## src/rtl/correcao_quadrante_saida_q16_32.sv

```systemverilog
`default_nettype none
// ============================================================================
// Module      : correcao_quadrante_saida_q16_32
// Description : CORDIC output quadrant correction; swaps/negates the reduced
//               cos/sin, then rounds and saturates Q16.32 down to Q16.16.
// Revision    : 1.0 - initial release
// ============================================================================
module correcao_quadrante_saida_q16_32 #(
    parameter int WIDTH           = 32,
    parameter int INTERNAL_WIDTH  = 48,
    parameter int FRACTIONAL_BITS = 32
) (
    input  logic                             clk,
    input  logic                             rst,
    input  logic                             enable,
    input  logic signed [INTERNAL_WIDTH-1:0] cos_in,
    input  logic signed [INTERNAL_WIDTH-1:0] sin_in,
    input  logic [2:0]                       quadrante,
    output logic signed [WIDTH-1:0]          cos_out,
    output logic signed [WIDTH-1:0]          sin_out,
    output logic                             busy,
    output logic                             erro,
    output logic                             done
);

    localparam int c_MW       = INTERNAL_WIDTH + 1;
    localparam int c_OUT_FRAC = WIDTH / 2;
    localparam int c_SHIFT    = FRACTIONAL_BITS - c_OUT_FRAC;

    localparam logic signed [c_MW-1:0] c_HALF = c_MW'(1) << (c_SHIFT - 1);
    localparam logic signed [c_MW-1:0] c_MAX  = {{(c_MW-WIDTH+1){1'b0}}, {(WIDTH-1){1'b1}}};
    localparam logic signed [c_MW-1:0] c_MIN  = {{(c_MW-WIDTH+1){1'b1}}, {(WIDTH-1){1'b0}}};

    typedef enum logic [1:0] {
        S_IDLE = 2'd0,
        S_MAP  = 2'd1,
        S_CONV = 2'd2
    } state_t;

    state_t r_state;
    state_t w_next;

    logic signed [INTERNAL_WIDTH-1:0] r_cos_lat;
    logic signed [INTERNAL_WIDTH-1:0] r_sin_lat;
    logic [2:0]                       r_quad;
    logic signed [c_MW-1:0]           r_c_map;
    logic signed [c_MW-1:0]           r_s_map;
    logic                             r_erro_pend;
    logic signed [WIDTH-1:0]          r_cos_out;
    logic signed [WIDTH-1:0]          r_sin_out;
    logic                             r_erro;
    logic                             r_done;

    logic signed [c_MW-1:0] w_cos_x;
    logic signed [c_MW-1:0] w_sin_x;
    logic signed [c_MW-1:0] w_c_map;
    logic signed [c_MW-1:0] w_s_map;
    logic                   w_map_err;
    logic [WIDTH-1:0]       w_cos_sat;
    logic [WIDTH-1:0]       w_sin_sat;

    // Round half toward +inf, then clamp to the Q16.16 range.
    function automatic logic [WIDTH-1:0] f_round_sat(input logic signed [c_MW-1:0] v);
        logic signed [c_MW-1:0] sh;
        sh = (v + c_HALF) >>> c_SHIFT;
        if (sh > c_MAX)
            return {1'b0, {(WIDTH-1){1'b1}}};
        else if (sh < c_MIN)
            return {1'b1, {(WIDTH-1){1'b0}}};
        else
            return sh[WIDTH-1:0];
    endfunction

    always_ff @(posedge clk or negedge rst) begin
        if (!rst)
            r_state <= S_IDLE;
        else
            r_state <= w_next;
    end

    always_comb begin
        w_next = r_state;
        case (r_state)
            S_IDLE:  if (enable) w_next = S_MAP;
            S_MAP:   w_next = S_CONV;
            S_CONV:  w_next = S_IDLE;
            default: w_next = S_IDLE;
        endcase
    end

    // One extra sign bit so negating the most negative input cannot wrap.
    assign w_cos_x = {r_cos_lat[INTERNAL_WIDTH-1], r_cos_lat};
    assign w_sin_x = {r_sin_lat[INTERNAL_WIDTH-1], r_sin_lat};

    always_comb begin
        w_c_map   = w_cos_x;
        w_s_map   = w_sin_x;
        w_map_err = 1'b0;
        case (r_quad)
            3'b000: ;
            3'b001: begin
                w_c_map = -w_sin_x;
                w_s_map = w_cos_x;
            end
            3'b010, 3'b011: begin
                w_c_map = -w_cos_x;
                w_s_map = -w_sin_x;
            end
            3'b100: begin
                w_c_map = w_sin_x;
                w_s_map = -w_cos_x;
            end
            default: w_map_err = 1'b1;
        endcase
    end

    assign w_cos_sat = f_round_sat(r_c_map);
    assign w_sin_sat = f_round_sat(r_s_map);

    always_ff @(posedge clk or negedge rst) begin
        if (!rst) begin
            r_cos_lat   <= '0;
            r_sin_lat   <= '0;
            r_quad      <= '0;
            r_c_map     <= '0;
            r_s_map     <= '0;
            r_erro_pend <= 1'b0;
            r_cos_out   <= '0;
            r_sin_out   <= '0;
            r_erro      <= 1'b0;
            r_done      <= 1'b0;
        end else begin
            case (r_state)
                S_IDLE: begin
                    r_done <= 1'b0;
                    if (enable) begin
                        r_cos_lat <= cos_in;
                        r_sin_lat <= sin_in;
                        r_quad    <= quadrante;
                    end
                end
                S_MAP: begin
                    r_c_map     <= w_c_map;
                    r_s_map     <= w_s_map;
                    r_erro_pend <= w_map_err;
                end
                S_CONV: begin
                    r_cos_out <= w_cos_sat;
                    r_sin_out <= w_sin_sat;
                    r_erro    <= r_erro_pend;
                    r_done    <= 1'b1;
                end
                default: ;
            endcase
        end
    end

    assign cos_out = r_cos_out;
    assign sin_out = r_sin_out;
    assign erro    = r_erro;
    assign done    = r_done;
    assign busy    = (r_state != S_IDLE);

endmodule
`default_nettype wire

```

## config.mk

```make
export PLATFORM = sky130hd
export DESIGN_NAME = correcao_quadrante_saida_q16_32
export DESIGN_NICKNAME = d
export VERILOG_FILES = /design/src/rtl/correcao_quadrante_saida_q16_32.sv
export SDC_FILE = /design/constraint.sdc
export NUM_CORES = 1
export LEC_CHECK = 0
export ABC_AREA = 1
export CORE_AREA = 5 5 214 216
export DETAILED_ROUTE_END_ITERATION = 10
export DIE_AREA = 0 0 219 221
export MAX_ROUTING_LAYER = met4
export PLACE_DENSITY_LB_ADDON = 0.15
export SLEW_MARGIN = 20
export SYNTH_ARGS = -nofsm -noshare
export SYNTH_HDL_FRONTEND = slang
export SYNTH_SLANG_ARGS = --single-unit
export TNS_END_PERCENT = 30
```

## constraint.sdc

```tcl
create_clock -name clk -period 1.75 [get_ports clk]
set_input_delay 0.35 -clock clk [delete_from_list [all_inputs] [get_ports clk]]
set_output_delay 0.35 -clock clk [all_outputs]
set_load 0.03 [all_outputs]
```

==> metrics <==
largest family of logic cells by synthesized area=simple AND/OR/NAND/NOR gates; top cells by area, synth=dfrtp_1 (39%), nand2_1 (16%), nor2_1 (7.7%); clock slew at reported path FFs=0.06 ns; initial antenna violation count=0; P per Cell Area=1430 nW/µm²; Clock Tree Buf Depth=3; Static Leak=11.2 nW; Total Wirelength=60.7 mm; top_reg_cell synth=dfrtp_1; reg2reg start=r_s_map[40]; worst hold slack=0.239 ns; CP startpoint kind=flop; post-synth top area share=0.392; htree depth=1; register bit count reported by yosys=236; Post-Synth Adder-Cell Area=0.00166; count of input and output buffers=168; die area=48400 µm²; Post-layout nets=2891; largest net degree at the start of global routing=65; grt ovf=0; Mean Syn Cell Area=6.81 µm²; slew margin rel.=0.655; root buffer cell=clkbuf_16; Die Wd=219 µm; most common cell in the netlist=nand2_1; number of clock sinks=236; failing checks=setup timing; synthesized cell area=15100 µm²; DRT Pass-1 Iters=5; Routed Antenna Nets=0; core area=43700 µm²; Synth area leader=dfrtp_1; vias in the first global route=16700; WP data required=2.21 ns; Critical Path Fanout Max=13; first-pass GRT wire length=94.2 mm; status=finished with violations; Setup CP Type=flop to flop; Final min period=1.93 ns; sequential-to-total area share from yosys stat=0.392; Commonest cells post-synth=nand2_1 (659), nor2_1 (310), dfrtp_1 (236); Top Ports=169; area share of and/or/nand/nor cells after synthesis=0.379; design area=23800 µm²; CP Capture Type=flop; Final period util=1.10; final setup margin=-0.177 ns; DRC=0; dpl hpwl=46.7 mm; via/cell ratio=4.89; antenna cell count=0; clock skew=0.0165 ns; Compound-Gate Fraction of Synth Area=0.110; Final Hold Fails=0; xor/xnor share of the synthesized area=0.0320; Final Wtd Congestion=1.00; Arrival @ worst endpoint=2.38 ns; row count=77; worst skew pair latency=0.58 ns; post-synthesis mux area share=0; crit path launch=r_s_map[40]; DRT iter0 DRCs=1065; Gate Count Post-Synth=2212; # setup viols final=110; area grow syn2layout=58.1%; peak supply drop=783 µV; Cell variety after synth=39; final slew viol count=0; area post-placement=20500 µm²; Via Count=16600; GRT Overall Usage=0.251; Ys Warns=0; EDFF count, synth=0; fmax=519 MHz; Num CTS Buffers=29; syn nets=2316; Worst Tran Pin Value=0.512 ns; effective utilization at floorplan=0.344; fraction of registers with async set/reset=1.00; Max Cap Viol=0; drt wl/cell=17.8 µm; TritonCTS clock tree=yes; min-delay worst type=input port to async pin; DIE HEIGHT=221 µm; unrepaired setup endpoints after global routing=yes; share of cells above drive strength 1=0.354
[area by class of cell]
cell class / instances / area (µm²)
fill: 4310 / 19900
multi-input combinational: 1664 / 9480
sequential: 236 / 5950
timing repair buffer: 629 / 5780
inverter: 227 / 861
clock buffer: 40 / 827
tap: 592 / 741
clock inverter: 12 / 174
[metrics by stage]
step / setup WS [ns] / setup TNS (ns) / power [mW] / util / cells
after CTS: -0.171 / -7.37 / 33.0 / 0.522 / 3365
after detailed placement: -0.325 / -23.06 / 25.8 / 0.469 / 3289
after floorplan: 0.0372 / 0 / 17.5 / - / 2212
after global routing: -0.247 / -23.57 / 36.4 / 0.545 / 3400
after global placement: -0.337 / -22.27 / 25.7 / 0.469 / 3289
final: -0.177 / -9.84 / 34.2 / 0.545 / 3400
[metal layers]
layer | share of wire | track usage | wire [µm] | vias up
li1 | - | - | - | 8208
met1 | 0.45 | 0.345 | 27400 | 7853
met2 | 0.46 | 0.392 | 28000 | 466
met3 | 0.056 | 0.0313 | 3400 | 97
met4 | 0.031 | 0.0721 | 1890 | 0
met5 | 0 | - | 0 | -
[flip-flops by register name (all words and copies together) (netlist names)]
| signal | flops |
|---|---|
| sin_out | 32 |
| r_c_map | 34 |
| r_cos_lat | 48 |
| r_state | 2 |
| done | 1 |
| cos_out | 32 |
| r_quad | 3 |
| r_erro_pend | 1 |
| r_sin_lat | 48 |
| r_s_map | 34 |
| erro | 1 |
[final timing paths]
path | slack (ns) | cells past startpoint | to
min in group clk | 0.30 | 3 | r_sin_lat[6]
setup reg to reg | -0.18 | 11 | sin_out[3]
hold / removal | 0.24 | 2 | r_c_map[21]
setup / recovery | -0.18 | 11 | sin_out[3]
max in group asynchronous | 0.84 | 3 | r_sin_lat[14]
hold reg to reg | 0.48 | 2 | done
[placed cells by master (no fill, tap or decap), types with 53 or more instances in the layout]
master / n
nor2_2: 81
nand2_2: 98
nand3_2: 67
nand3_1: 149
clkdlybuf4s50_1: 100
o21ai_0: 194
inv_1: 205
dlygate4sd2_1: 64
dfrtp_1: 197
buf_4: 390
nor2_4: 53
nor2_1: 203
nand2_1: 552
[cells by family after synthesis]
group / count (synthesis)
and+or+nand+nor: 1322
buffers and inverters: 312
AOI/OAI and AO/OA: 285
DFF: 236
xor gates and xnor gates: 55
adders and majority gates: 2
[critical path, stage by stage, from the launching register on]
cell and delay, ns:
dfrtp_1 0.40, nand2_2 0.09, nor2_2 0.13, nand3_1 0.09, nor3_2 0.24, nand2_1 0.09, nand2_2 0.12, nand2_2 0.09
a21oi_4 0.17, buf_6 0.16, buf_12 0.15, a21oi_2 0.06
[timing repair]
item	in CTS	in global routing
gates resized for setup	411	157
hold buffers	1	0
endpoints found under the setup margin	197	132
gates cloned	3	9
pin swaps	123	85
buffers inserted	20	27
endpoints found under the hold margin	126	0
[report_power, final]
part / switching, mW / internal (mW) / total (mW)
clock: 2.48 / 3.87 / 6.35
combinational: 10.2 / 7.90 / 18.1
sequential: 2.14 / 7.57 / 9.70
No activity file was read; power rests on OpenSTA's default activity.
